## config.mk

```make
export PLATFORM = sky130hd
export DESIGN_NAME = regfile_write_buffer_flat
export DESIGN_NICKNAME = d
export VERILOG_FILES = /design/src/rtl/regfile_write_buffer_if.sv /design/src/rtl/regfile_write_buffer.sv /design/src/flat_wrapper.sv
export SDC_FILE = /design/constraint.sdc
export NUM_CORES = 1
export LEC_CHECK = 0
export CAP_MARGIN = 30
export CORE_ASPECT_RATIO = 0.6
export CORE_MARGIN = 4
export CORE_UTILIZATION = 50
export CTS_BUF_LIST = sky130_fd_sc_hd__clkbuf_16
export DETAILED_ROUTE_END_ITERATION = 6
export PLACE_DENSITY_LB_ADDON = 0.3
export SKIP_LAST_GASP = 1
export SYNTH_ARGS = -nofsm -noshare
export SYNTH_HDL_FRONTEND = slang
export SYNTH_SLANG_ARGS = --single-unit
export TNS_END_PERCENT = 5
```

## constraint.sdc

```tcl
create_clock -name UserCLK -period 3.6 [get_ports UserCLK]
set_input_delay 0.36 -clock UserCLK [delete_from_list [all_inputs] [get_ports UserCLK]]
set_output_delay 0.36 -clock UserCLK [all_outputs]
set_load 0.02 [all_outputs]
```

## src/rtl/regfile_write_buffer_if.sv

```systemverilog
// -----------------------------------------------------------------------------
// regfile_write_buffer_if
//
// Purpose:
//   Request channel between a fabric-side writer and regfile_write_buffer.
//   Carries one (address, data) write request per accepted valid/ready
//   handshake.
//
// Signals:
//   IN_valid  writer has a request on IN_ADR/IN_D
//   IN_ready  buffer accepts the request at the next rising clock edge
//   IN_ADR    request address (ADR_W bits)
//   IN_D      request data    (DATA_W bits)
//
// Modports:
//   master    writer side (drives valid/address/data, observes ready)
//   slave     buffer side (observes valid/address/data, drives ready)
// -----------------------------------------------------------------------------
interface regfile_write_buffer_if #(
    parameter int ADR_W  = 5,
    parameter int DATA_W = 4
);
    logic              IN_valid;
    logic              IN_ready;
    logic [ADR_W-1:0]  IN_ADR;
    logic [DATA_W-1:0] IN_D;

    modport master (
        output IN_valid,
        output IN_ADR,
        output IN_D,
        input  IN_ready
    );

    modport slave (
        input  IN_valid,
        input  IN_ADR,
        input  IN_D,
        output IN_ready
    );
endinterface : regfile_write_buffer_if

```

## src/rtl/regfile_write_buffer.sv

```systemverilog
// -----------------------------------------------------------------------------
// regfile_write_buffer
//
// Purpose:
//   Write-request buffer directly upstream of the 32x4 register file write
//   port (W_ADR / D / W_en). Requests arrive from the switch matrix through a
//   valid/ready handshake, are queued in a circular buffer and drained at one
//   write per UserCLK. Optionally, back-to-back writes to the same address
//   are coalesced into the newest queue entry.
//
// Parameters:
//   DEPTH         queue entries, power of two, 2..16
//   ADR_W         write address width
//   DATA_W        write data width
//   NoConfigBits  configuration bits consumed
//
// Ports:
//   UserCLK       rising-edge clock, shared with the register file
//   Reset         asynchronous, active-high reset
//   in_bus        request channel (IN_valid / IN_ready / IN_ADR / IN_D)
//   stall         holds the drain while high
//   W_en          register file write enable
//   W_ADR         register file write address
//   D             register file write data
//   FULL          occupancy == DEPTH
//   EMPTY         occupancy == 0
//   COUNT         occupancy
//   ConfigBits    [0] registered output stage, [1] write combining
//
// Optional feature (macro REGFILE_WBUF_HAZARD_EN):
//   A_ADR         address probed by a register file reader
//   A_HIT         a pending write (queued, or held in the output register
//                 with W_en high) targets A_ADR, so the register file copy
//                 of that address is stale
// -----------------------------------------------------------------------------
module regfile_write_buffer #(
    parameter int DEPTH        = 4,
    parameter int ADR_W        = 5,
    parameter int DATA_W       = 4,
    parameter int NoConfigBits = 2
) (
    input  logic                     UserCLK,
    input  logic                     Reset,
    regfile_write_buffer_if.slave    in_bus,
    input  logic                     stall,
    output logic                     W_en,
    output logic [ADR_W-1:0]         W_ADR,
    output logic [DATA_W-1:0]        D,
    output logic                     FULL,
    output logic                     EMPTY,
    output logic [$clog2(DEPTH):0]   COUNT,
    input  logic [NoConfigBits-1:0]  ConfigBits
`ifdef REGFILE_WBUF_HAZARD_EN
    ,
    input  logic [ADR_W-1:0]         A_ADR,
    output logic                     A_HIT
`endif
);

    localparam int PTR_W = $clog2(DEPTH);
    localparam int CNT_W = PTR_W + 1;

    typedef struct packed {
        logic [ADR_W-1:0]  adr;
        logic [DATA_W-1:0] data;
    } entry_t;

    // ------------------------------------------------------------------
    // State
    // ------------------------------------------------------------------
    entry_t             r_mem [DEPTH];
    logic [PTR_W-1:0]   r_rd_ptr;
    logic [PTR_W-1:0]   r_wr_ptr;
    logic [CNT_W-1:0]   r_count;

    // Registered output stage (used when ConfigBits[0] = 1)
    logic               r_w_en;
    logic [ADR_W-1:0]   r_w_adr;
    logic [DATA_W-1:0]  r_w_data;

    // ------------------------------------------------------------------
    // Combinational control
    // ------------------------------------------------------------------
    logic               w_cfg_reg_out;
    logic               w_cfg_combine;
    logic               w_empty;
    logic               w_full;
    logic               w_pop;
    logic [PTR_W-1:0]   w_newest_ptr;
    entry_t             w_head;
    entry_t             w_newest;
    logic               w_combine_hit;
    logic               w_accept;
    logic               w_push;
    logic               w_combine;

    assign w_cfg_reg_out = ConfigBits[0];
    assign w_cfg_combine = ConfigBits[1];

    assign w_empty = (r_count == '0);
    assign w_full  = (r_count == CNT_W'(DEPTH));
    assign w_pop   = !w_empty && !stall;

    // DEPTH is a power of two, so pointer arithmetic wraps for free.
    assign w_newest_ptr = r_wr_ptr - PTR_W'(1);
    assign w_head       = r_mem[r_rd_ptr];
    assign w_newest     = r_mem[w_newest_ptr];

    // A hit may only merge into the newest entry if that entry is still in
    // the queue after this edge; with a single entry being drained right
    // now, the request has to become a fresh entry instead.
    assign w_combine_hit = w_cfg_combine
                        && !w_empty
                        && (in_bus.IN_ADR == w_newest.adr)
                        && ((r_count > CNT_W'(1)) || !w_pop);

    // Ready is deliberately not widened by a same-cycle pop at FULL: this
    // keeps IN_ready off the stall path.
    assign in_bus.IN_ready = !Reset && (!w_full || w_combine_hit);

    assign w_accept  = in_bus.IN_valid && in_bus.IN_ready;
    assign w_combine = w_accept && w_combine_hit;
    assign w_push    = w_accept && !w_combine_hit;

    // ------------------------------------------------------------------
    // Pointers and occupancy
    // ------------------------------------------------------------------
    // NOTE: sequential state is updated with non-blocking assignments so
    // every register samples pre-edge values regardless of block order.
    always_ff @(posedge UserCLK or posedge Reset) begin
        if (Reset) begin
            r_rd_ptr <= '0;
            r_wr_ptr <= '0;
            r_count  <= '0;
        end else begin
            if (w_push) begin
                r_wr_ptr <= r_wr_ptr + PTR_W'(1);
            end
            if (w_pop) begin
                r_rd_ptr <= r_rd_ptr + PTR_W'(1);
            end
            case ({w_push, w_pop})
                2'b10:   r_count <= r_count + CNT_W'(1);
                2'b01:   r_count <= r_count - CNT_W'(1);
                default: r_count <= r_count;
            endcase
        end
    end

    // ------------------------------------------------------------------
    // Queue storage
    // ------------------------------------------------------------------
    // NOTE: the storage array has no reset; occupancy is tracked by
    // r_count, so stale contents are never observed and the array can map
    // onto plain flops or distributed RAM without a reset network.
    always_ff @(posedge UserCLK) begin
        if (w_push) begin
            r_mem[r_wr_ptr] <= '{adr: in_bus.IN_ADR, data: in_bus.IN_D};
        end else if (w_combine) begin
            r_mem[w_newest_ptr].data <= in_bus.IN_D;
        end
    end

    // ------------------------------------------------------------------
    // Registered output stage: loaded on every edge, W_ADR/D only move on a
    // pop so they hold their last value while W_en is low.
    // ------------------------------------------------------------------
    always_ff @(posedge UserCLK or posedge Reset) begin
        if (Reset) begin
            r_w_en   <= 1'b0;
            r_w_adr  <= '0;
            r_w_data <= '0;
        end else begin
            r_w_en <= w_pop;
            if (w_pop) begin
                r_w_adr  <= w_head.adr;
                r_w_data <= w_head.data;
            end
        end
    end

    // ------------------------------------------------------------------
    // Output selection
    // ------------------------------------------------------------------
    // NOTE: every output of a combinational block gets a default first so
    // no path through the block leaves it unassigned (no latch inferred).
    always_comb begin
        W_en  = 1'b0;
        W_ADR = '0;
        D     = '0;
        if (w_cfg_reg_out) begin
            W_en  = r_w_en;
            W_ADR = r_w_adr;
            D     = r_w_data;
        end else begin
            W_en = w_pop;
            if (!w_empty) begin
                W_ADR = w_head.adr;
                D     = w_head.data;
            end
        end
    end

    assign FULL  = w_full;
    assign EMPTY = w_empty;
    assign COUNT = r_count;

`ifdef REGFILE_WBUF_HAZARD_EN
    // ------------------------------------------------------------------
    // Read-after-write hazard probe
    // ------------------------------------------------------------------
    // Slot i is occupied when its distance from the head (mod DEPTH) is
    // below the occupancy count.
    logic [PTR_W-1:0] w_slot_off;
    logic             w_queue_hit;
    logic             w_outreg_hit;

    always_comb begin
        w_queue_hit = 1'b0;
        w_slot_off  = '0;
        for (int i = 0; i < DEPTH; i++) begin
            w_slot_off = PTR_W'(i) - r_rd_ptr;
            if (({1'b0, w_slot_off} < r_count) && (r_mem[i].adr == A_ADR)) begin
                w_queue_hit = 1'b1;
            end
        end
    end

    // In registered mode the write sitting in the output stage has left the
    // queue but has not reached the register file yet.
    assign w_outreg_hit = w_cfg_reg_out && r_w_en && (r_w_adr == A_ADR);

    assign A_HIT = !Reset && (w_queue_hit || w_outreg_hit);
`endif

endmodule : regfile_write_buffer

```

## src/flat_wrapper.sv

```systemverilog
// flat-port wrapper written by rule: the top's interface ports become plain ports
module regfile_write_buffer_flat 
#(
    parameter int DEPTH        = 4,
    parameter int ADR_W        = 5,
    parameter int DATA_W       = 4,
    parameter int NoConfigBits = 2
)
  (UserCLK, Reset, stall, W_en, W_ADR, D, FULL, EMPTY, COUNT, ConfigBits, in_bus_IN_valid, in_bus_IN_ADR, in_bus_IN_D, in_bus_IN_ready);
  regfile_write_buffer_if #(.ADR_W(ADR_W), .DATA_W(DATA_W)) in_bus_i ();
  input  logic UserCLK;
  input  logic Reset;
  input  logic stall;
  output logic W_en;
  output logic [ADR_W-1:0] W_ADR;
  output logic [DATA_W-1:0] D;
  output logic FULL;
  output logic EMPTY;
  output logic [$clog2(DEPTH):0] COUNT;
  input  logic [NoConfigBits-1:0] ConfigBits;
  input wire logic [$bits(in_bus_i.IN_valid)-1:0] in_bus_IN_valid;
  input wire logic [$bits(in_bus_i.IN_ADR)-1:0] in_bus_IN_ADR;
  input wire logic [$bits(in_bus_i.IN_D)-1:0] in_bus_IN_D;
  output wire logic [$bits(in_bus_i.IN_ready)-1:0] in_bus_IN_ready;
  assign in_bus_i.IN_valid = in_bus_IN_valid;
  assign in_bus_i.IN_ADR = in_bus_IN_ADR;
  assign in_bus_i.IN_D = in_bus_IN_D;
  assign in_bus_IN_ready = in_bus_i.IN_ready;
  regfile_write_buffer #(.DEPTH(DEPTH), .ADR_W(ADR_W), .DATA_W(DATA_W), .NoConfigBits(NoConfigBits)) u_core (.UserCLK(UserCLK), .Reset(Reset), .in_bus(in_bus_i), .stall(stall), .W_en(W_en), .W_ADR(W_ADR), .D(D), .FULL(FULL), .EMPTY(EMPTY), .COUNT(COUNT), .ConfigBits(ConfigBits));
endmodule
```

; ---- After elaboration in Yosys (flattened, before gate mapping)
; Memories as Yosys holds them, arrays and structs flattened.
; Cells that the tools add are included.
[word_totals]
regBits = 17
mem_bits_rw = 36
output_inout_bits = 16
word_cells = 50
mem_count = 1
[memory_table]
columns = name, words, width, rd, rd_ports_with_merged_regs, wr, line
row1 = u_core.r_mem, 4, 9, 2, 0, 1, regfile_write_buffer.sv:71  ; entry_t r_mem [DEPTH];
[op_classes]
add_sub_neg = 5
n_lt_le_gt_ge = 1
eq_ne = 4
muxes = 14
reduce_logical = 19
[op_table]
columns = op, count
row1 = 5-bit 2-to-1 mux, 2
row2 = 9-bit 2-to-1 mux, 1
row3 = 9-bit OR reduction, 1
row4 = 1-bit logical AND, 8
row5 = 4-bit 2-to-1 mux, 2
row6 = 1-bit logical NOT, 6
row7 = 1-bit 2-to-1 mux, 6
row8 = 3-bit one-hot mux with 2 select lines, 1
row9 = 5-bit == test, 1
row10 = 2-bit by 1-bit adder with 2-bit output (second input constant), 2
row11 = 2-bit 2-to-1 mux, 2
row12 = 3-bit by 1-bit adder with 3-bit output (second input constant), 1
row13 = 3-bit == test (second input constant), 1
row14 = 3-bit by 1-bit > comparator with 1-bit output (second input constant), 1
row15 = 3-bit logical NOT, 1
row16 = 3-bit by 1-bit subtractor with 3-bit output (second input constant), 1
row17 = 2-bit by 1-bit == test with 1-bit output (second input constant), 1
row18 = 2-bit == test (second input constant), 1
row19 = 1-bit logical OR, 2
row20 = 2-bit nonzero test, 1
row21 = 2-bit by 1-bit subtractor with 2-bit output (second input constant), 1

; ---- Logic depth before layout (Yosys ltp)
[logic_depth]
depth_word = 15
mapped_depth = 10
mapped_depth_nobuf = 10

; ---- Least setup slack after synthesis
; No wires, ideal clock.
[synth_path]
path_kind = reg-to-reg
startpoint = register u_core.r_count[0] (netlist: u_core.COUNT[0])
endpoint = register u_core.r_count[2] (netlist: u_core.COUNT[2])
t_arrival_ps = 2250
required_ps = 3467
slack_ps = 1217
path_stages_with_launch = 10
period_less_slack_ps = 2383
path_cell_list = dfrtp_1 > inv_1 > ha_1 > nor2b_1 > nor2_1 > clkbuf_1 > ha_1 > mux2i_1 > nor2_1 > xor2_1
[synth_via]
elab_chain_cells = 12
word_cells_on_any_way = 22
cone_classes = add/sub (2) / order compare (1) / eq/ne (3) / mux (1) / reduce/logical (15)
[synth_rtl]
columns = element, line
row1 = "start, declared", regfile_write_buffer.sv:74  ; logic [CNT_W-1:0] r_count;
row2 = "start signal, assigned", regfile_write_buffer.sv:143  ; 2'b10: r_count <= r_count + CNT_W'(1);
row3 = "start signal, assigned", regfile_write_buffer.sv:144  ; 2'b01: r_count <= r_count - CNT_W'(1);
row4 = "start signal, assigned", regfile_write_buffer.sv:145  ; default: r_count <= r_count;
row5 = 3-bit logical NOT (*), regfile_write_buffer.sv:100  ; assign w_empty = (r_count == '0);
row6 = net EMPTY, flat_wrapper.sv:18  ; output logic EMPTY;
row7 = 1-bit logical NOT (*), regfile_write_buffer.sv:102  ; assign w_pop = !w_empty && !stall;
row8 = 1-bit logical AND (*), regfile_write_buffer.sv:102
row9 = net u_core.w_pop, regfile_write_buffer.sv:88  ; logic w_pop;
row10 = 1-bit logical NOT, regfile_write_buffer.sv:115  ; && ((r_count > CNT_W'(1)) || !w_pop);
row11 = 1-bit logical OR, regfile_write_buffer.sv:115
row12 = 1-bit logical AND, regfile_write_buffer.sv:115
row13 = 1-bit logical OR, regfile_write_buffer.sv:119  ; assign in_bus.IN_ready = !Reset && (!w_full || w_combine_hit);
row14 = 1-bit logical AND, regfile_write_buffer.sv:119
row15 = 1-bit logical AND, regfile_write_buffer.sv:121  ; assign w_accept = in_bus.IN_valid && in_bus.IN_ready;
row16 = 1-bit logical AND, regfile_write_buffer.sv:123  ; assign w_push = w_accept && !w_combine_hit;
row17 = 2-bit by 1-bit == test with 1-bit output or 2-bit == test (tied branches), regfile_write_buffer.sv:142  ; case ({w_push, w_pop})
row18 = 3-bit one-hot mux with 2 select lines or 2-bit nonzero test (tied branches), -
; The timed path passes the listed nets; every way through them passes the cells marked *.
; A chain may end at the register's enable or synchronous reset.

; ---- Final worst setup path
[layout_path]
startpoint = register u_core.r_wr_ptr[0]
endpoint = output port in_bus_IN_ready
[layout_via]
elab_chain_cells = 7
[layout_rtl]
columns = element, line
row1 = "start, declared", regfile_write_buffer.sv:73  ; logic [PTR_W-1:0] r_wr_ptr;
row2 = "start signal, assigned", regfile_write_buffer.sv:137  ; r_wr_ptr <= r_wr_ptr + PTR_W'(1);
row3 = 2-bit by 1-bit subtractor with 2-bit output, regfile_write_buffer.sv:105  ; assign w_newest_ptr = r_wr_ptr - PTR_W'(1);
row4 = memory read 4 x 9 bit, -
row5 = 5-bit == test, regfile_write_buffer.sv:114  ; && (in_bus.IN_ADR == w_newest.adr)
row6 = 1-bit logical AND, regfile_write_buffer.sv:114
row7 = 1-bit logical AND, regfile_write_buffer.sv:115
row8 = 1-bit logical OR, regfile_write_buffer.sv:119
row9 = 1-bit logical AND, regfile_write_buffer.sv:119
row10 = "end, declared", flat_wrapper.sv:24  ; output wire logic [$bits(in_bus_i.IN_ready)-1:0] in_bus_IN_ready;
; No other way between the ends.

==> reports/metrics.cfg <==
[grt]
antenna_found_initial=0
grt_first_pass_wirelength_um=7530
first_global_vias=1462
grt_use_total_pct=16.2
globalRouteOverflowTotal=0
grt_max_degree=18

[synth]
synth_ff_type=edfxtp_1
synthArstFlopShare_pct=32.1
yosys.area_share.simple_pct=4.86
synth_nets=173
synth_top_family_by_area=multiplexers
synth_xor_area_share_pct=3.94
synthesis.area_sq_mm=0.00245
yosys_register_bits=53
avgSynthCellArea_sq_um=16.0
synth_top_area_share_pct=44.2
synth_compound_area_share_pct=7.16
ys_seq_area_share_pct=61.6
synth_mux_area_share_pct=17.9
synth.largest_area_cell=edfxtp_1
synthAdderAreaFrac_pct=2.56
ys_types=32
syn-instance-count=153
ys_warn_count=0
synth_area_leaders=edfxtp_1 44%, dfrtp_1 17%, mux4_2 13%, mux2_2 4.1%, a22o_1 3.2%
synth_edf_count=36

[cts]
clockBufferDepth=2
clock-sinks=53
clk_pin_slew_ns=0.06
cts_buffers=5
cts-root-buf=clkbuf_16
cts_tree=built
cts_hold_buf=0
clkLatencyLatePin_ns=0.29
htree_levels=2

[route]
dr.first_iter.drc_count=89
avgViaCountPerCell=5.86
firstDrtPassIters=4
num_vias=1471
totalWireLength_um=4810
postRouteAntennaNets=0
drc=0
wl_per_cell_um=19.2

[placed_design]
io_buffers=30
post-dp-hpwl_um=3490
placed_area_sq_mm=0.00282
gp_congestion=0.848

[hold_path]
hold_path_end=u_core.r_w_adr[3]
hold_depth=1
min_path_type=register to register
holdCritStartpoint=u_core.r_w_adr[3]

[timing]
setup_viol=0
rsz0062_at_grt=no
tightest_slew_ns=0.781
drv_slew=0
whs_ns=0.513
finalWorstPathRequiredPeriod_ns=3.36
period_share_pct=93.2
hold_viol=0
tns_ns=0
fmax_mhz=298
fin_skew_ns=0.00481
max_slew_margin_pct=47.8

[die]
die-area_sq_mm=0.00611
die_y_um=62.2
core_sq_mm=0.00464
ios=31
initial_utilization_pct=52.8
rows=19
die_w_um=98.3

[worst_setup_path]
crit_slowest_cell=clkdlybuf4s50_1
end_kind=output pin
crit_arrival_ns=3.00
r2r_end=u_core.r_mem[2][2]
critPathBufInv=1
reg2reg_from=u_core.r_wr_ptr[0]
cp_cell_sequence=mux4_2 -> xnor2_1 -> o211ai_1 -> or2_1 -> a21oi_1 -> clkdlybuf4s50_1
worstPathMaxFanout=17
startpoint_type=register
critPathKind=register to output pin
crit_family=buffers and inverters
crit_path_max_incr_delay_ns=0.62
rrSetupSlack_ns=0.80
rr_worst_depth=5
cp_data_required_time_ns=3.24

[layout]
nFillCells=324
area.growth.synth_to_final_pct=22.3
final_area_sq_mm=0.00299
fin_nets=207
diodes=0
final_layout_size_suffix_gt1_share_pct=19.1

[pwr]
peakVddDrop_v=0.000327
leakagePower_nw=1.05
cellPowerDensity_mw_per_mm2=829

[outcome]
run_status=finished, final reports clean

[flow_run]
maxCapViolCount=0

-- report_power, final --
group / internal [W] / leakage, nW / switching, W / total (W)
logic: 0.000529 / 0.451 / 0.000439 / 0.000968
clock network: 0.000325 / 0.0775 / 0.000202 / 0.000527
registers: 0.000800 / 0.526 / 0.000184 / 0.000984
-- how the worst max path moves through the flow --
stage	startpoint	to	slack (ns)	cells past startpoint
after floorplan	u_core.COUNT[0]	u_core.COUNT[2]	1.22	9
after global placement	u_core.r_wr_ptr[0]	in_bus_IN_ready	0.47	6
after detailed placement	u_core.r_wr_ptr[0]	in_bus_IN_ready	0.38	6
after CTS	u_core.r_wr_ptr[0]	in_bus_IN_ready	0.06	6
after global routing	u_core.r_wr_ptr[0]	in_bus_IN_ready	0.13	6
final	u_core.r_wr_ptr[0]	in_bus_IN_ready	0.24	6
-- cells in the mapped netlist, types with 3 or more instances --
library cell  count
nor2b_1           3
o21ai_0           3
dfrtp_1          17
mux2_2            9
ha_1              5
nand3_1           3
nand2_1           6
inv_1             5
xnor2_1           9
edfxtp_1         36
nor2_1            7
clkbuf_1          4
mux4_2           14
a22o_1            9
-- cell type report --
class	instances	area (sq um)	share of cell area, %
clock buffer	5	125	4.18
clock inverter	3	41.3	1.38
inverter	5	18.8	0.627
multi-input combinational	88	890	29.7
sequential	53	1510	50.4
tap	63	78.8	2.63
timing repair buffer	34	330	11.0
-- cells in the final DEF, fill, tap and decap left out, types with 6 or more instances in the layout --
| master | netlist | layout |
|---|---|---|
| a22o_1 | 9 | 9 |
| clkdlybuf4s50_1 | 0 | 30 |
| dfrtp_1 | 17 | 16 |
| edfxtp_1 | 36 | 36 |
| mux2_2 | 9 | 9 |
| mux4_2 | 14 | 14 |
| nand2_1 | 6 | 6 |
| nor2_1 | 7 | 7 |
| xnor2_1 | 9 | 9 |
-- flip-flops by register name, summed over array words and instances, names as in the netlist --
| name | cells |
|---|---|
| u_core.r_mem | 36 |
| u_core.r_w_adr | 5 |
| u_core.r_w_data | 4 |
| u_core.COUNT | 3 |
| u_core.r_rd_ptr | 2 |
| u_core.r_wr_ptr | 2 |
| u_core.r_w_en | 1 |
-- cell families after synthesis --
logic type / Yosys count
buf+inv: 12
flops: 53
simple gates: 25
compound gates: 22
xor+xnor: 11
mux: 25
fa+ha+maj: 5
-- per-stage QoR --
| step | power [W] | cells | utilization (%) | setup slack, ns |
|---|---|---|---|---|
| after CTS | 0.00249 | 251 | 64.5 | 0.0577 |
| after detailed placement | 0.00196 | 243 | 60.9 | 0.382 |
| after global routing | 0.00261 | 251 | 64.5 | 0.135 |
| final | 0.00248 | 251 | 64.5 | 0.245 |
| after floorplan | 0.00162 | 153 | - | 1.22 |
| after global placement | 0.00192 | 243 | 60.9 | 0.475 |
-- per-layer routing --
metal	part of all wire [%]	wire length, um	global-route usage (%)
met5	0	0	0
met4	1.6	79	5.96
met3	7.2	344	5.03
met2	45	2170	23.1
met1	46	2220	23.4
-- worst register-to-register path, cell delays in order, from the launching register on --
cell and delay, ns:
dfrtp_2 0.58, mux4_2 0.56, xnor2_1 0.14, o211ai_1 0.27, o21ai_4 0.19, o32ai_1 0.69
-- timing repair --
item | 4_1_cts | 5_1_grt
setup endpoints to repair | 0 | 1
buffers inserted | 0 | 0
gates resized for setup | 0 | 1
Power figures use the tool's default switching activity.
